**src/rtl/mips_div_pkg.sv**
```systemverilog
// Shared types and helpers for the MIPS DIV/DIVU sequencer.
package mips_div_pkg;

    typedef enum logic [1:0] {
        IDLE = 2'd0,
        ITER = 2'd1,
        FIX  = 2'd2
    } div_state_t;

    localparam int DIV_W = 32;

    // Magnitude of a W-bit operand; unsigned operands pass through untouched.
    // |0x80000000| stays 0x80000000, which is correct when read as unsigned.
    function automatic logic [DIV_W-1:0] abs_w(input logic [DIV_W-1:0] value,
                                               input logic             is_signed);
        if (is_signed && value[DIV_W-1])
            return ~value + 1'b1;
        else
            return value;
    endfunction

endpackage

```
**src/rtl/mips_div_step.sv**
```systemverilog
// One restoring-division step: shift in one dividend bit, conditionally subtract.
module div_step
    import mips_div_pkg::*;
#(
    parameter int W = DIV_W
) (
    input  logic [W-1:0] r,
    input  logic         a_bit,
    input  logic [W-1:0] b,
    output logic [W-1:0] r_next,
    output logic         q_bit
);

    logic [W:0] r_shift;

    // Compare at W+1 bits; the kept remainder is always below b so W bits suffice.
    always_comb begin
        r_shift = {r, a_bit};
        q_bit   = (r_shift >= {1'b0, b});
        r_next  = q_bit ? (r_shift[W-1:0] - b) : r_shift[W-1:0];
    end

endmodule

```
**src/rtl/mips_div_ctrl.sv**
```systemverilog
// Multi-cycle DIV/DIVU sequencer with HI/LO registers and busy interlock.
module mips_div_ctrl
    import mips_div_pkg::*;
#(
    parameter int W  = DIV_W,
    parameter int CW = $clog2(W)
) (
    input  logic         clk,
    input  logic         rst_n,
    input  logic         start,
    input  logic         is_signed,
    input  logic [W-1:0] dividend,
    input  logic [W-1:0] divisor,
    input  logic         abort,
    input  logic         hi_we,
    input  logic         lo_we,
    input  logic [W-1:0] wdata,
    output logic         busy,
    output logic         done,
    output logic [W-1:0] hi,
    output logic [W-1:0] lo
);

    div_state_t    state;
    logic [CW-1:0] count;
    logic [W-1:0]  a_reg;
    logic [W-1:0]  b_reg;
    logic [W-1:0]  q_reg;
    logic [W-1:0]  r_reg;
    logic          q_neg;
    logic          r_neg;

    logic [W-1:0]  r_next;
    logic          q_bit;

    div_step #(.W(W)) u_step (
        .r      (r_reg),
        .a_bit  (a_reg[count]),
        .b      (b_reg),
        .r_next (r_next),
        .q_bit  (q_bit)
    );

    // Busy covers both the iteration and the fix-up cycle.
    always_comb begin
        busy = (state != IDLE);
    end

    // Sequencer, working registers and HI/LO; abort overrides every state.
    always_ff @(posedge clk or negedge rst_n) begin
        if (!rst_n) begin
            state <= IDLE;
            count <= '0;
            a_reg <= '0;
            b_reg <= '0;
            q_reg <= '0;
            r_reg <= '0;
            q_neg <= 1'b0;
            r_neg <= 1'b0;
            done  <= 1'b0;
            hi    <= '0;
            lo    <= '0;
        end else begin
            done <= 1'b0;
            if (abort) begin
                state <= IDLE;
            end else begin
                case (state)
                    IDLE: begin
                        if (hi_we) hi <= wdata;
                        if (lo_we) lo <= wdata;
                        if (start) begin
                            a_reg <= abs_w(dividend, is_signed);
                            b_reg <= abs_w(divisor, is_signed);
                            q_neg <= is_signed & (dividend[W-1] ^ divisor[W-1]);
                            r_neg <= is_signed & dividend[W-1];
                            r_reg <= '0;
                            q_reg <= '0;
                            count <= CW'(W - 1);
                            state <= ITER;
                        end
                    end
                    ITER: begin
                        r_reg        <= r_next;
                        q_reg[count] <= q_bit;
                        if (count == '0)
                            state <= FIX;
                        else
                            count <= count - 1'b1;
                    end
                    FIX: begin
                        lo    <= q_neg ? (~q_reg + 1'b1) : q_reg;
                        hi    <= r_neg ? (~r_reg + 1'b1) : r_reg;
                        done  <= 1'b1;
                        state <= IDLE;
                    end
                    default: state <= IDLE;
                endcase
            end
        end
    end

endmodule
```
**config.mk**
```make
export PLATFORM = sky130hd
export DESIGN_NAME = mips_div_ctrl
export DESIGN_NICKNAME = d
export VERILOG_FILES = /design/src/rtl/mips_div_pkg.sv /design/src/rtl/mips_div_step.sv /design/src/rtl/mips_div_ctrl.sv
export SDC_FILE = /design/constraint.sdc
export NUM_CORES = 1
export LEC_CHECK = 0
export ABC_AREA = 1
export CAP_MARGIN = 20
export CORE_UTILIZATION = 35
export DETAILED_ROUTE_END_ITERATION = 7
export GPL_ROUTABILITY_DRIVEN = 1
export SYNTH_ARGS = -nofsm -noshare
export SYNTH_HDL_FRONTEND = slang
export SYNTH_SLANG_ARGS = --single-unit
```
**constraint.sdc**
```tcl
create_clock -name clk -period 3.7 [get_ports clk]
set_input_delay 0.37 -clock clk [delete_from_list [all_inputs] [get_ports clk]]
set_output_delay 0.37 -clock clk [all_outputs]
set_load 0.01 [all_outputs]
```
==> run summary, run 1 <==
outcome: completed
netlist area before placement: 0.0152 mm2
CTS Sinks: 202
final setup fails: 0
ANT nets after route: 0
master cell of the clock root buffer: clkbuf_16
data required time at the worst endpoint: 4140 ps
Post-DP Area: 0.0175 mm2
width of the die: 210 um
largest area contributor in the netlist: dfrtp_1
critical path's top delay family: simple AND/OR/NAND/NOR gates
clock period minus worst slack: 3260 ps
routed wire length: 53,100 um
clock network fraction of total power: 23.1%
number of top-level design ports: 169
floorplan die area: 0.0442 mm2
number of global-route vias before repair: 14.9k
Max-Slew Margin vs Limit: 43.7%
buffers added on ports: 168
CTS HTree Levels: 1
antenna violations before repair: 0
worst-path cell chain: inv_1 -> a21oi_1 -> o21ai_0 -> nand2_1 -> nand2_1 -> nand2_1 -> inv_1 -> nand2_1 -> nor2_1 -> ha_1 -> inv_1 -> fa_1 -> nand3_1 -> nand3_1 -> nand2_1 -> nand2_1 -> nand3_1 -> nand2_1 -> xnor2_1 -> nand2_1 -> nand3_1 -> nand2_1
number of max-slew violations in the final report: 0
final core utilization: 43.7%
initial core utilization: 35.9%
top-area cell type share of the netlist area: 33.3%
Final TNS setup: 0 ps
cts bufs inserted: 26
arrival time of the worst setup path: 3700 ps
share of flip-flops with an asynchronous set or reset: 100%
fill cell total of the finished layout: 4,414
Synth warnings: 0
most frequent cell after synthesis: nand2_1
area delta synth->final: 21.7%
placer congestion estimate: 0.926
net count of the mapped netlist: 2,509
Most common cell on crit path: nand2_1
Internal Dissipation: 6.53 mW
area occupied by multi-input gates: 0.00860 mm2
portion of the post-synthesis area used by sequential elements: 33.3%
number of standard cells in the layout, taps in and fillers out: 3,107
area inside the core boundary: 0.0423 mm2
hold_ws: 424 ps
standard cell with the maximum stage delay on the critical path: fa_1
unrepaired setup endpoints after global routing: false
pin count of the biggest net entering global routing: 88
leftover overflow at the end of global routing: 0
Achievable Freq: 307 MHz
Post-Layout Inst Area: 0.0185 mm2
longest individual stage delay on the worst path: 450 ps
sum of buffers and inverters on the critical path: 3
post-route clock skew: 30.8 ps
number of maximum-capacitance constraint violations: 0
ys flop type: dfrtp_1
worst slew pin tran: 844 ps
count of routing violations after the opening detailed-route iteration: 1,402
average wire per cell in the routed design: 17.1 um
class of the most critical setup path: reg -> reg
clock tree buffer depth: 3
fin crit share: 88.1%
path class of the lowest-slack min-delay path: in -> async
most common library cells after synthesis: nand2_1 (680), inv_1 (307), nor2_1 (276), nand3_1 (273), dfrtp_1 (202)
Logic pwr share: 51.2%
Vert. Die Dim: 210 um
fraction of layout cells with a size suffix above 1: 5.30%
switching power: 5.56 mW
leakage power: 9.20 nW
nature of the critical path endpoint: register
clock slew at reported path FFs: 60 ps
top post-synthesis cells by area: dfrtp_1 (33%), nand2_1 (17%), nand3_1 (9.0%)
number of rows created at floorplan: 75
final net count: 2,655
switching part of the total: 46.0%
Initial DRT Pass Iterations: 5
half-perimeter wire length after placement: 41,300 um
count of state elements after synthesis: 202
count of distinct cell types in the synthesized netlist: 51
number of enable-type register cells in the synthesized netlist: 0
Vias: 16.0k
Power Dens Cells: 654 mW/mm2
critical path startpoint category: register
area used by sequential logic in the layout: 0.00505 mm2
total global routing track utilization: 24.0%
Worst IR Drop VDD: 0.319 mV
portion of total power attributed to sequential cells: 25.7%
count of unresolved DRC violations after routing: 0
average footprint of a synthesized cell: 6.42 um2
gate count of the mapped netlist: 2,364
clock tree from TritonCTS: built
clock latency of the later-clocked register in the worst-skew pair: 570 ps
hold violation total from the final report: 0
number of vias per cell: 5.14
global-route wire length before repair: 84,200 um
cell total after placement: 3,054
n_diodes: 0
maximum net fanout on the critical path: 20
-- per-stage QoR --
step	power, mW	setup WS, ps
floorplan	7.27	906
global placement	9.13	491
detailed placement	9.22	420
CTS	12.0	388
global route	13.0	106
finish	12.1	440
-- power by group through the flow --
stage               clock, mW  sequential [mW]  combinational, mW
finish                   2.79             3.10               6.19
global placement            0             3.13               6.00
CTS                      2.83             3.10               6.11
detailed placement          0             3.14               6.08
floorplan                   0             3.01               4.26
global route             2.91             3.16               6.92
-- placed cells by master, fill, tap and decap left out, types with 19 or more instances in the layout --
master and n:
nand2_1 680, xnor2_1 19, nand4_1 23, nor2_1 275, inv_1 306, a21oi_1 81
ha_1 41, clkbuf_16 26, xor2_1 27, clkdlybuf4s50_1 167, a31oi_1 22, o21ai_0 151
buf_4 28, o21a_1 21, nand3_1 273, nor3_1 30, dfrtp_1 202
-- cells by family after synthesis --
kind of cell             count (synthesis)  share of synthesized area, %
adder cells (fa/ha/maj)                 42                          3.51
buffers and inverters                  399                          10.2
XOR/XNOR                                46                          2.65
AO/OA/AOI/OAI                          330                          12.4
multiplexers                             3                         0.363
AND/OR/NAND/NOR                       1342                          37.6
flip-flops                             202                          33.3
-- final cells by class --
cell class / count / share of cell area (%)
well taps: 577 / 3.91
clock inverters: 14 / 1.11
inverters: 318 / 6.48
clock buffers: 34 / 4.06
multi-input cells: 1763 / 46.6
flip-flops and latches: 202 / 27.4
repair buffers: 199 / 10.5
-- layer usage --
| metal | part of all wire [%] | global-route usage, % | vias to the layer above |
|---|---|---|---|
| met5 | 0 | 0 | - |
| li1 | - | - | 7891 |
| met3 | 5.8 | 2.94 | 61 |
| met1 | 47 | 34.4 | 7497 |
| met2 | 45 | 37.9 | 519 |
| met4 | 2.2 | 6.37 | 0 |
-- path summary, 6_finish.rpt --
kind	from	end	slack [ps]	cells after the start
min reg2reg	lo[18]	lo[18]	480	2
min	rst_n	b_reg[22]	420	2
max reg2reg	count[0]	r_reg[16]	440	22
min in group clk	wdata[2]	hi[2]	430	3
max in group asynchronous	rst_n	hi[31]	2360	3
max	count[0]	r_reg[16]	440	22
-- timing repair --
action / 4_1_cts / 5_1_grt
hold buffers: 1 / 0
gates resized for setup: 0 / 1
endpoints found under the setup margin: 0 / 1
buffers inserted: 0 / 4
hold endpoints to repair: 84 / 0
Note: power is estimated with default switching activity, not from simulation.
==> run 2, diff against run 1 <==
--- a/config.mk
+++ b/config.mk
@@ -7,9 +7,11 @@
 export LEC_CHECK = 0
 export ABC_AREA = 1
 export CAP_MARGIN = 20
+export CORE_MARGIN = 2
 export CORE_UTILIZATION = 35
 export DETAILED_ROUTE_END_ITERATION = 7
 export GPL_ROUTABILITY_DRIVEN = 1
+export HOLD_SLACK_MARGIN = 0.12
 export SYNTH_ARGS = -nofsm -noshare
 export SYNTH_HDL_FRONTEND = slang
 export SYNTH_SLANG_ARGS = --single-unit
==> constraint.sdc (replaced) <==
create_clock -name clk -period 2.9 [get_ports clk]
set_input_delay 0.29 -clock clk [delete_from_list [all_inputs] [get_ports clk]]
set_output_delay 0.29 -clock clk [all_outputs]
set_load 0.01 [all_outputs]
==> run 2 against run 1 <==
The run now ends with negative setup slack left. Clock skew decreased by 16 ps. Die area increased by 1.9%. Sequential share of layout area decreased by 1.3 points. Critical path type unchanged. Critical endpoint is now r_reg[8]. Largest cell class unchanged.
==> run summary, run 2 (same netlist as run 1, synthesis figures left out) <==
outcome: finished with violations
Initial DRT Pass Iterations: 6 (+1)
count of unresolved DRC violations after routing: 0 (unchanged)
number of vias per cell: 5.09 (-1.0%)
data required time at the worst endpoint: 3330 ps (-810 ps)
critical path startpoint category: register
clock period minus worst slack: 2930 ps (-330 ps)
global-route wire length before repair: 84,800 um (+0.76%)
arrival time of the worst setup path: 3360 ps (-340 ps)
worst-case setup margin in the final layout: -29.9 ps (-470 ps)
Vert. Die Dim: 212 um (+0.95%)
most frequent cells in the layout: nand2_1 (653), inv_1 (305), nor2_1 (272), nand3_1 (262), dfrtp_1 (201)
total global routing track utilization: 23.8% (-0.14 points)
leakage power: 9.69 nW (+5.4%)
nature of the critical path endpoint: register
Power Dens Cells: 862 mW/mm2 (+32%)
fin crit share: 101% (+13 points)
unrepaired setup endpoints after global routing: true
startpoint of the worst-slack reg-to-reg timing path: count[0]
area delta synth->final: 27.7%
path class of the lowest-slack min-delay path: in -> async
count of routing violations after the opening detailed-route iteration: 1,390 (-0.86%)
final setup fails: 4 (+4)
area occupied by multi-input gates: 0.00890 mm2 (+3.5%)
number of rows created at floorplan: 76 (+1.3%)
width of the die: 212 um (+0.95%)
clock tree from TritonCTS: built
number of global-route vias before repair: 15.1k (+1.4%)
placer congestion estimate: 0.908 (-1.9%)
master cell of the clock root buffer: clkbuf_16
Achievable Freq: 341 MHz (+11%)
ANT nets after route: 0 (unchanged)
clock latency of the later-clocked register in the worst-skew pair: 550 ps (-20 ps)
pin count of the biggest net entering global routing: 76 (-14%)
Post-Layout Inst Area: 0.0194 mm2 (+4.9%)
worst slew pin tran: 854 ps (+10.3 ps)
n_diodes: 0 (unchanged)
setup slack, reg-to-reg: -30 ps (-470 ps)
antenna violations before repair: 0 (unchanged)
area inside the core boundary: 0.0430 mm2 (+1.6%)
final net count: 2,714 (+2.2%)
hold_ws: 300 ps (-124 ps)
maximum net fanout on the critical path: 9 (-55%)
cell total after placement: 3,100 (+1.5%)
floorplan die area: 0.0451 mm2 (+1.9%)
final core utilization: 45.1% (+1.4 points)
cts bufs inserted: 24 (-7.7%)
fraction of layout cells with a size suffix above 1: 9.24% (+3.9 points)
Worst IR Drop VDD: 0.413 mV (+29%)
hold violation total from the final report: 0 (unchanged)
depth of the worst register-to-register path: 19 (-14%)
most common library cell in the layout ignoring fill and taps: nand2_1
number of maximum-capacitance constraint violations: 0 (unchanged)
routed wire length: 54,200 um (+2.1%)
number of top-level design ports: 169 (unchanged)
Max-Slew Margin vs Limit: 43.0% (-0.69 points)
Final TNS setup: -64.8 ps (-64.8 ps)
Vias: 16.1k (+1.1%)
Worst Setup Slack post-DPL: -295 ps (-715 ps)
CTS Sinks: 202 (unchanged)
CTS HTree Levels: 1 (unchanged)
initial core utilization: 35.3% (-0.55 points)
Critical R2R Capture: r_reg[8]
number of max-slew violations in the final report: 0 (unchanged)
Post-DP Area: 0.0179 mm2 (+2.2%)
average wire per cell in the routed design: 17.1 um (about the same)
buffers added on ports: 168 (unchanged)
leftover overflow at the end of global routing: 0 (unchanged)
clock slew at reported path FFs: 60 ps (about the same)
post-route clock skew: 14.8 ps (-16.0 ps)
area used by sequential logic in the layout: 0.00506 mm2 (about the same)
violations in the final reports: negative setup slack
number of standard cells in the layout, taps in and fillers out: 3,172 (+2.1%)
clock tree buffer depth: 3 (unchanged)
half-perimeter wire length after placement: 41,900 um (+1.3%)
overall power after layout: 16.7 mW (+38%)
class of the most critical setup path: reg -> reg
start point of the critical path: count[0]
fill cell total of the finished layout: 4,454 (+0.91%)
==> run 2: changes by cell type in the layout (fill, tap and decap cells not counted), sizes merged <==
cell and delta:
buf +54, clkbuf +3, clkinvlp -2, nand2 +2, bufinv -1, inv +1
==> run 2: what timing repair did <==
| action | 4_1_cts | 5_1_grt |
|---|---|---|
| hold buffers | 1 | 0 |
| resized for setup | 21 | 88 |
| hold endpoints to repair | 63 | 0 |
| pin swaps | 3 | 42 |
| setup buffers | 4 | 16 |
| gates cloned | 2 | 7 |
| setup endpoints to repair | 55 | 62 |
==> run 2: power breakdown <==
| part | internal, mW | leakage, nW | total, mW | switching [mW] |
|---|---|---|---|---|
| Clock | 1.88 | 0.394 | 3.15 | 1.28 |
| Sequential | 3.38 | 2.49 | 3.94 | 0.559 |
| Combinational | 3.91 | 6.81 | 9.62 | 5.71 |
| Total | 9.17 | 9.69 | 16.7 | 7.54 |
==> run 2: how the worst max path moves through the flow <==
stage	to	depth (start not counted)	slack [ps]
after floorplan	r_reg[16]	23	110
after global placement	r_reg[28]	22	-130
after detailed placement	r_reg[16]	22	-290
after CTS	r_reg[16]	22	-30
after global routing	r_reg[20]	23	-210
final	r_reg[8]	19	-30
==> run 2: critical path, stage by stage (launching register included) <==
cell and delay (ps):
dfrtp_2 480, buf_6 150, buf_16 130, o211ai_1 160, nand2_1 90, nand2_1 70
nand4_1 140, nor2_4 180, ha_4 180, inv_4 50, fa_2 380, nand3_2 110
nand3_4 100, nand2_4 80, nand2_4 60, buf_6 120, xnor2_2 160, nand2_1 70
nand3_1 60, nand2_1 60
==> run 2: cell type report <==
class | count | area share (%)
clock buffers | 33 | 3.43
clock inverters | 11 | 0.775
inverters | 318 | 6.19
multi-input cells | 1765 | 45.9
flip-flops and latches | 202 | 26.1
well taps | 585 | 3.78
repair buffers | 257 | 13.8
repair inverters | 1 | 0.0387
==> run 2: per-layer routing <==
metal	up-vias	track usage, %	wire length [um]
met5	-	0	0
met4	0	6.20	1400
met3	83	3.04	3510
met2	524	38.3	24500
met1	7517	33.8	24800
li1	8012	-	-
